[src/rtl/joystick_pkg.sv]
// Shared definitions for the serial joystick reader: FSM states, the
// raw-bit to button-bit map and parameter legality helpers.
package joystick_pkg;

    typedef enum logic [1:0] {
        IDLE,
        LOAD,
        SHIFT,
        DONE
    } state_t;

    // BIT_MAP[i] is the raw bit k that drives button bit i of a port.
    localparam logic [7:0][2:0] BIT_MAP = {3'd7, 3'd6, 3'd5, 3'd4,
                                           3'd0, 3'd1, 3'd2, 3'd3};

    function automatic bit ports_ok(input int unsigned ports);
        return (ports >= 1) && (ports <= 4);
    endfunction

    function automatic bit bits_ok(input int unsigned bits);
        return (bits >= 6) && (bits <= 8);
    endfunction

    function automatic bit div_ok(input int unsigned div);
        return div >= 2;
    endfunction

endpackage

[src/rtl/joystick_ce_div.sv]
// Shift-tick divider: counts 0..DIV-1 and flags the last count as ce.
module ce_div #(
    parameter int unsigned DIV = 50
) (
    input  logic clock,
    input  logic reset,
    output logic ce
);

    localparam int unsigned CW = (DIV > 1) ? $clog2(DIV) : 1;

    logic [CW-1:0] cnt_q;
    logic [CW-1:0] cnt_d;

    assign ce = (cnt_q == CW'(DIV - 1));

    // Next count: wrap to zero on the tick cycle.
    always_comb begin
        cnt_d = ce ? '0 : cnt_q + CW'(1);
    end

    // Counter register with synchronous reset.
    always_ff @(posedge clock) begin
        if (reset) begin
            cnt_q <= '0;
        end else begin
            cnt_q <= cnt_d;
        end
    end

endmodule

[src/rtl/joystick_serial.sv]
// Daisy-chained serial joystick reader: load strobe, divided shift clock,
// PORTS x BITS raw bits mapped to per-port active-high 8-bit button words.
// Optional debounce when JOYSTICK_DEBOUNCE_EN is defined.
module joystick_serial
    import joystick_pkg::*;
#(
    parameter int unsigned PORTS = 2,
    parameter int unsigned BITS  = 8,
    parameter int unsigned DIV   = 50
) (
    input  logic               clock,
    input  logic               reset,
    input  logic               enable,
    output logic               joyCk,
    output logic               joyLd,
    output logic               joyS,
    input  logic               joyQ,
    output logic [PORTS*8-1:0] joy,
    output logic               valid,
    output logic               changed
);

    localparam int unsigned TOTAL = PORTS * BITS;
    localparam int unsigned NW    = $clog2(TOTAL + 1);
    localparam int unsigned JW    = PORTS * 8;

    if (!ports_ok(PORTS)) begin : g_bad_ports
        $error("joystick_serial: PORTS must be 1..4");
    end
    if (!bits_ok(BITS)) begin : g_bad_bits
        $error("joystick_serial: BITS must be 6..8");
    end
    if (!div_ok(DIV)) begin : g_bad_div
        $error("joystick_serial: DIV must be >= 2");
    end

    logic            ce;
    state_t          state_q, state_d;
    logic [NW-1:0]   n_q, n_d;
    logic            ck_q, ck_d;
    logic [TOTAL-1:0] raw_q, raw_d;
    logic [JW-1:0]   joy_q, joy_d;
    logic            valid_q, valid_d;
    logic            changed_q, changed_d;
    logic [JW-1:0]   mapped;
`ifdef JOYSTICK_DEBOUNCE_EN
    logic [JW-1:0]   hist_q, hist_d;
`endif

    ce_div #(.DIV(DIV)) u_ce_div (
        .clock (clock),
        .reset (reset),
        .ce    (ce)
    );

    // Raw bits are stored as received (active low); invert while mapping.
    for (genvar p = 0; p < PORTS; p++) begin : g_port
        for (genvar i = 0; i < 8; i++) begin : g_bit
            localparam int unsigned K = int'(BIT_MAP[i]);
            if (K < BITS) begin : g_used
                assign mapped[8*p+i] = ~raw_q[p*BITS+K];
            end else begin : g_zero
                assign mapped[8*p+i] = 1'b0;
            end
        end
    end

    // State and datapath registers with synchronous reset.
    always_ff @(posedge clock) begin
        if (reset) begin
            state_q   <= IDLE;
            n_q       <= '0;
            ck_q      <= 1'b0;
            raw_q     <= '1;
            joy_q     <= '0;
            valid_q   <= 1'b0;
            changed_q <= 1'b0;
`ifdef JOYSTICK_DEBOUNCE_EN
            hist_q    <= '0;
`endif
        end else begin
            state_q   <= state_d;
            n_q       <= n_d;
            ck_q      <= ck_d;
            raw_q     <= raw_d;
            joy_q     <= joy_d;
            valid_q   <= valid_d;
            changed_q <= changed_d;
`ifdef JOYSTICK_DEBOUNCE_EN
            hist_q    <= hist_d;
`endif
        end
    end

    // Frame sequencer: advances one step per ce tick.
    always_comb begin
        state_d   = state_q;
        n_d       = n_q;
        ck_d      = ck_q;
        raw_d     = raw_q;
        joy_d     = joy_q;
        valid_d   = 1'b0;
        changed_d = 1'b0;
`ifdef JOYSTICK_DEBOUNCE_EN
        hist_d    = hist_q;
`endif
        if (ce) begin
            unique case (state_q)
                IDLE: begin
                    if (enable) state_d = LOAD;
                end
                LOAD: begin
                    state_d = SHIFT;
                    n_d     = '0;
                    ck_d    = 1'b0;
                end
                SHIFT: begin
                    if (!ck_q) begin
                        ck_d = 1'b1;
                    end else begin
                        // Shifting in from the top leaves bit n at raw[n] once all bits are in.
                        raw_d = {joyQ, raw_q[TOTAL-1:1]};
                        ck_d  = 1'b0;
                        if (n_q == NW'(TOTAL - 1)) begin
                            n_d     = '0;
                            state_d = DONE;
                        end else begin
                            n_d = n_q + NW'(1);
                        end
                    end
                end
                DONE: begin
`ifdef JOYSTICK_DEBOUNCE_EN
                    joy_d  = (mapped == hist_q) ? mapped : joy_q;
                    hist_d = mapped;
`else
                    joy_d  = mapped;
`endif
                    valid_d   = 1'b1;
                    changed_d = (joy_d != joy_q);
                    raw_d     = '1;
                    state_d   = enable ? LOAD : IDLE;
                end
                default: state_d = IDLE;
            endcase
        end
    end

    assign joyCk   = ck_q;
    assign joyLd   = (state_q != LOAD);
    assign joyS    = 1'b1;
    assign joy     = joy_q;
    assign valid   = valid_q;
    assign changed = changed_q;

endmodule

[config.mk]
export PLATFORM = sky130hd
export DESIGN_NAME = joystick_serial
export DESIGN_NICKNAME = d
export VERILOG_FILES = /design/src/rtl/joystick_pkg.sv /design/src/rtl/joystick_ce_div.sv /design/src/rtl/joystick_serial.sv
export SDC_FILE = /design/constraint.sdc
export NUM_CORES = 1
export LEC_CHECK = 0
export CORE_UTILIZATION = 50
export DETAILED_ROUTE_END_ITERATION = 12
export GPL_ROUTABILITY_DRIVEN = 0
export GPL_TIMING_DRIVEN = 0
export PLACE_DENSITY = 0.78
export REMOVE_ABC_BUFFERS = 1
export SETUP_SLACK_MARGIN = 0.5
export SLEW_MARGIN = 0
export SYNTH_ARGS = -nofsm -noshare
export SYNTH_HDL_FRONTEND = slang
export SYNTH_SLANG_ARGS = --single-unit
[constraint.sdc]
create_clock -name clock -period 1.7 [get_ports clock]
set_input_delay 0.34 -clock clock [delete_from_list [all_inputs] [get_ports clock]]
set_output_delay 0.34 -clock clock [all_outputs]
set_load 0.005 [all_outputs]
=== Word-level counts from Yosys, hierarchy flattened ===
Cells that the tools add are included.

* Memory bits (read-only): 0
* Memories kept: 0
* Latch bits: 0
* Register bits after elaboration: 48
* Output and inout bits: 21
* Bits of input ports: 4
* Memory bits (writable): 0

* Order comparisons: 0
* Eq/ne operators: 10
* Shifts and indexed selects: 0
* Div/mod/pow operators: 0
* Muxes and demuxes: 13
* $mul: 0
* Reductions and logical operators: 11
* Add/subtract/negate cells: 2
* Bitwise logic cells: 18

{| class="wikitable"
|+ Operator list
! kind !! number
|-
| $pmux W16 S2 || 1
|-
| $not A1 Y1 || 18
|-
| $mux W16 || 1
|-
| $ne A16 B16 Y1 || 1
|-
| $mux W5 || 2
|-
| $pmux W5 S2 || 1
|-
| $pmux W2 S4 || 1
|-
| $add A6 B1 Y6 const B || 1
|-
| $eq A6 B6 Y1 const B || 1
|-
| $mux W2 || 3
|-
| $ne A2 B2 Y1 const B || 3
|-
| $reduce_and A3 Y1 || 2
|-
| $add A5 B1 Y5 const B || 1
|-
| $eq A5 B4 Y1 const B || 1
|-
| $eq A2 B2 Y1 const B || 2
|-
| $reduce_and A2 Y1 || 2
|-
| $reduce_and A4 Y1 || 1
|-
| $reduce_bool A2 Y1 || 2
|-
| $reduce_or A2 Y1 || 2
|-
| $mux W1 || 3
|-
| $reduce_or A3 Y1 || 1
|-
| $eq A2 B1 Y1 const B || 1
|-
| $logic_not A2 Y1 || 1
|-
| $ne A2 B1 Y1 const B || 1
|-
| $pmux W1 S2 || 1
|}

=== Longest topological paths before layout ===
* Word-level depth: 4
* Depth in mapped cells: 9
* Gate-level depth less buffers: 6

=== Cells and area by module ===
A second synthesis with hierarchy kept.

* Cell total of the unflattened synthesis: 253
* Area, all modules: 2242.2 µm²

{| class="wikitable"
|+ By module, submodules not included
! module !! instances !! sequential area each (µm²) !! cells an instance !! area each (µm²)
|-
| joystick_serial || 1 || 840.8 || 226 || 1986.9
|-
| ce_div || 1 || 120.1 || 27 || 255.2
|}

=== Worst setup path before layout ===
Ideal clock, no wire load.

* Path kind: flip-flop to flip-flop
* Start point: reg state_q[0]
* End point: reg raw_q[15]
* Data arrival time: 1572 ps
* Clock period less this slack: 1691 ps
* Setup slack: 9 ps
* Data required time: 1581 ps
* Stages on the path, launching flop included: 10
* Path through: dfxtp_1 > inv_1 > ha_1 > buf_6 > mux2_2 > and3_1 > buf_6 > buf_6 > nor2_1 > o21bai_1

* Cells in the longest elaborated chain, start to end: 3

{| class="wikitable"
|+ Ends and longest elaborated chain
! element !! line !! source
|-
| from (decl) || joystick_serial.sv:38 || <nowiki>state_t state_q, state_d;</nowiki>
|-
| from (signal assigned) || joystick_serial.sv:82 || <nowiki>state_q <= state_d;</nowiki>
|-
| $eq A2 B2 Y1 || joystick_serial.sv:108 || <nowiki>unique case (state_q)</nowiki>
|-
| $ne A2 B2 Y1 (no line) / $reduce_bool A2 Y1 (equally long branches) || n/a ||
|-
| $reduce_and A3 Y1 (no line) || n/a ||
|-
| to (signal assigned) || joystick_serial.sv:85 || <nowiki>raw_q <= raw_d;</nowiki>
|-
| to (decl) || joystick_serial.sv:41 || <nowiki>logic [TOTAL-1:0] raw_q, raw_d;</nowiki>
|}

Several ways; a longest one is shown, not always the timed one.
A chain may end at the register's enable or synchronous reset.

=== Worst setup path in the final report ===
* Start point: reg u_ce_div.cnt_q[1]
* End point: reg raw_q[3]

* Cells in the longest elaborated chain, start to end: 2

{| class="wikitable"
|+ Ends and longest elaborated chain
! element !! line !! source
|-
| from (decl) || joystick_ce_div.sv:12 || <nowiki>logic [CW-1:0] cnt_q;</nowiki>
|-
| from (signal assigned) || joystick_ce_div.sv:27 || <nowiki>cnt_q <= cnt_d;</nowiki>
|-
| $eq A6 B6 Y1 || joystick_ce_div.sv:15 || <nowiki>assign ce = (cnt_q == CW'(DIV - 1));</nowiki>
|-
| $reduce_and A3 Y1 (no line) || n/a ||
|}

No other way between the ends.

==> summary.md <==
| Metric | Value |
|---|---|
| Most area-consuming cells after synthesis | dfxtp_1 43%, xor2_1 7.1%, o21bai_1 5.4% |
| Initial DRC Count | 95 |
| First drt pass iteration count | 4 |
| Share of total power in combinational logic | under 10% |
| P per Cell Area | just over 600 mW/mm^2 |
| Site Rows | 23 |
| Worst-path maximum fanout | 8 |
| N_diodes | 0 |
| Root Buffer | clkbuf_8 |
| I/O Pins | 25 |
| Die Area | 0.00471 mm^2 |
| Most frequent cells in the layout | 27 x buf_4, 24 x dfxtp_1, 21 x dfxtp_2 |
| Initial Util | 53.6% |
| Status | finished clean |
| Unrepaired setup endpoints after global routing | yes |
| Ys Warns | 0 |
| Yosys top cell by area | dfxtp_1 |
| Total Routed Length | 5370 um |
| FMAX | 629 MHz |
| Net Sw Power | 0.000412 W |
| Max VDD drop | slightly above 0.5 mV |
| ANT nets after route | 0 |
| Pint | approximately 0.0014 W |
| Post-CTS Hold Buffers | 0 |
| Minimum clock period | roughly 1.6 ns |
| Longest Clk Path Bufs | 2 |
| Endpoints failing setup | 0 |
| CP required | 1.90 ns |
| Synth-to-layout area growth | 34.4% |
| Synth Register Bits | 48 |
| Cell Area, Synth | 0.00222 mm^2 |
| Core ar. | 0.00414 mm^2 |
| Hold WC Path Type | flop to flop |
| CTS clk-pin slew, worst paths | 0.08 ns |
| Clock share of power | 35.7% |
| Remaining DRCs | 0 |
| Slew margin rel. | around 41% |
| GRT overflow | 0 |
| Die height | 68.6 um |
| Share of cells above drive strength 1 | 42.2% |
| Layout Nets | 312 |
| Largest net degree at the start of global routing | 52 |
| Average wire per standard cell | ~15 um |
| Final Max Tran Viols | 0 |
| Most common cell after layout, fill and taps aside | buf_4 |
| Clk sinks | between 40 and 50 |
| Dpl hpwl | about 2600 um |
| H-tree level count | 2 |
| Netlist cell types | 38 |
| P_leak | 1.16 nW |
| CTS tree | yes |
| CTS Buf Count | 5 |
| Die W | about 69 um |
| Crit share post-route | 93.5% |
| Gr usage total | between 20% and 30% |
| Sequential Power Share | 61.6% |
| Clock skew | 0.00792 ns |
| CP Class | flop to flop |
| CP Data Arrival Time | 1.79 ns |
| Critical path launch point type | flop |
| Sequential-to-total area share from yosys stat | 43.3% |
| Syn Inst Count | 252 |
| Hold Fails Final Rpt | 0 |
| Max cap viols | 0 |
| Skew-Pair Late Insertion Delay | approximately 0.31 ns |
| Crit end category | flop |
| Top cell type's share of synthesized area | 43.3% |
| Net Sw Frac | around 22% |
| Vias in the first global route | 1767 |
| DR vias/cell | approximately 5.6 |
| Initial antenna violation count | 0 |
| Worst Tran Pin Value | 0.883 ns |
| PortBufs | 23 |
| First-pass GRT wire length | 8290 um |
| Tot Pwr | around 0.0018 W |
| Total Neg Setup Slack | 0 ns |
| Mapped Avg Cell Area | 8.81 um^2 |
| Via Count | 1973 |
==> power groups by stage <==
stage,clock [W],sequential (W),combinational [W]
floorplan,0,0.00116,0.0000195
global placement,0,0.00116,0.0000455
detailed placement,0,0.00116,0.0000445
CTS,0.000663,0.00113,0.0000480
global route,0.000706,0.00113,0.0000548
finish,0.000658,0.00113,0.0000497
==> what timing repair did <==
| item | 4_1_cts | 5_1_grt |
|---|---|---|
| setup endpoints to repair | 68 | 68 |
| gates resized for setup | 107 | 37 |
| pin swaps | 14 | 2 |
| gates cloned | 4 | 1 |
| setup buffers | 23 | 8 |
==> registers in the layout (all words and copies together), names as in the netlist <==
register / count
joy: 16
joyCk: 1
raw_q: 16
u_ce_div.cnt_q: 6
valid: 1
changed: 1
state_q: 2
n_q: 5
==> kinds of logic after synthesis <==
family | share of synthesized area (%)
AO/OA/AOI/OAI | 13.5
XOR/XNOR | 7.89
adder cells (fa/ha/maj) | 3.94
buffers and inverters | 5.63
flip-flops | 43.3
multiplexers | 1.01
other | 0.169
AND/OR/NAND/NOR | 24.6
==> path summary, 6_finish.rpt <==
| check | slack (ns) | cells after the start | endpoint | from |
|---|---|---|---|---|
| max reg2reg | 0.11 | 7 | raw_q[3] | u_ce_div.cnt_q[1] |
| min | 0.46 | 1 | u_ce_div.cnt_q[0] | u_ce_div.cnt_q[0] |
| min reg2reg | 0.46 | 1 | u_ce_div.cnt_q[0] | u_ce_div.cnt_q[0] |
| max | 0.11 | 7 | raw_q[3] | u_ce_div.cnt_q[1] |
==> synth_stat cells <==
library cell and number:
dfxtp_1 48, nor3_1 23, a21oi_1 21, nand2_1 19
nor2_1 19, xor2_1 18, o21bai_1 16, or2_0 13
ha_1 7, nand3_1 7, and3_1 5, clkbuf_1 5
inv_1 5, nand4_1 5, nor2b_1 5, buf_6 4
buf_2 3, o21ai_0 3, buf_1 2, buf_4 2
mux2_2 2, nand3_2 2, or2_2 2, xnor2_1 2
a211oi_1 1, a221oi_1 1, a311oi_1 1, a32o_1 1
and2_4 1, and4bb_4 1, clkbuf_2 1, conb_1 1
nor3b_1 1, nor4_1 1, o2111ai_1 1, o31ai_1 1
o41ai_1 1, or3_1 1
==> cell type report <==
class	instances	area, um^2
timing repair buffer	54	388
clock inverter	1	5.00
inverter	5	23.8
multi-input combinational	187	1430
sequential	48	998
tap	50	62.6
clock buffer	6	72.6
fill	332	1160
==> metrics by stage <==
stage          utilization [%]  cells  hold WS [ns]  instance area (um^2)  setup WS [ns]
3_5_place_dp              58.0    308         0.463                  2400         -0.659
6_report                  72.0    351         0.457                  2980          0.111
3_3_place_gp              58.1    308         0.459                  2410         -0.798
5_1_grt                   72.0    351         0.469                  2980         0.0659
4_1_cts                   70.7    342         0.459                  2930          0.155
2_1_floorplan                -    235         0.409                  2110         -0.131
==> routing by layer <==
metal	wire length, um	track usage [%]	part of all wire (%)	vias to the layer above
li1	-	-	-	969
met1	2370	29.5	44	963
met3	178	5.92	3.3	5
met4	63	8.59	1.2	0
met5	0	0	0	-
met2	2760	40.9	51	36
==> critical path: stages, from the launching register on <==
cell      delay, ns
dfxtp_2        0.34
inv_2          0.06
ha_4           0.11
and4bb_4       0.36
buf_6          0.17
nand3_4        0.16
nor3_2         0.19
o21bai_1       0.09
No activity file was read; power rests on OpenSTA's default activity.
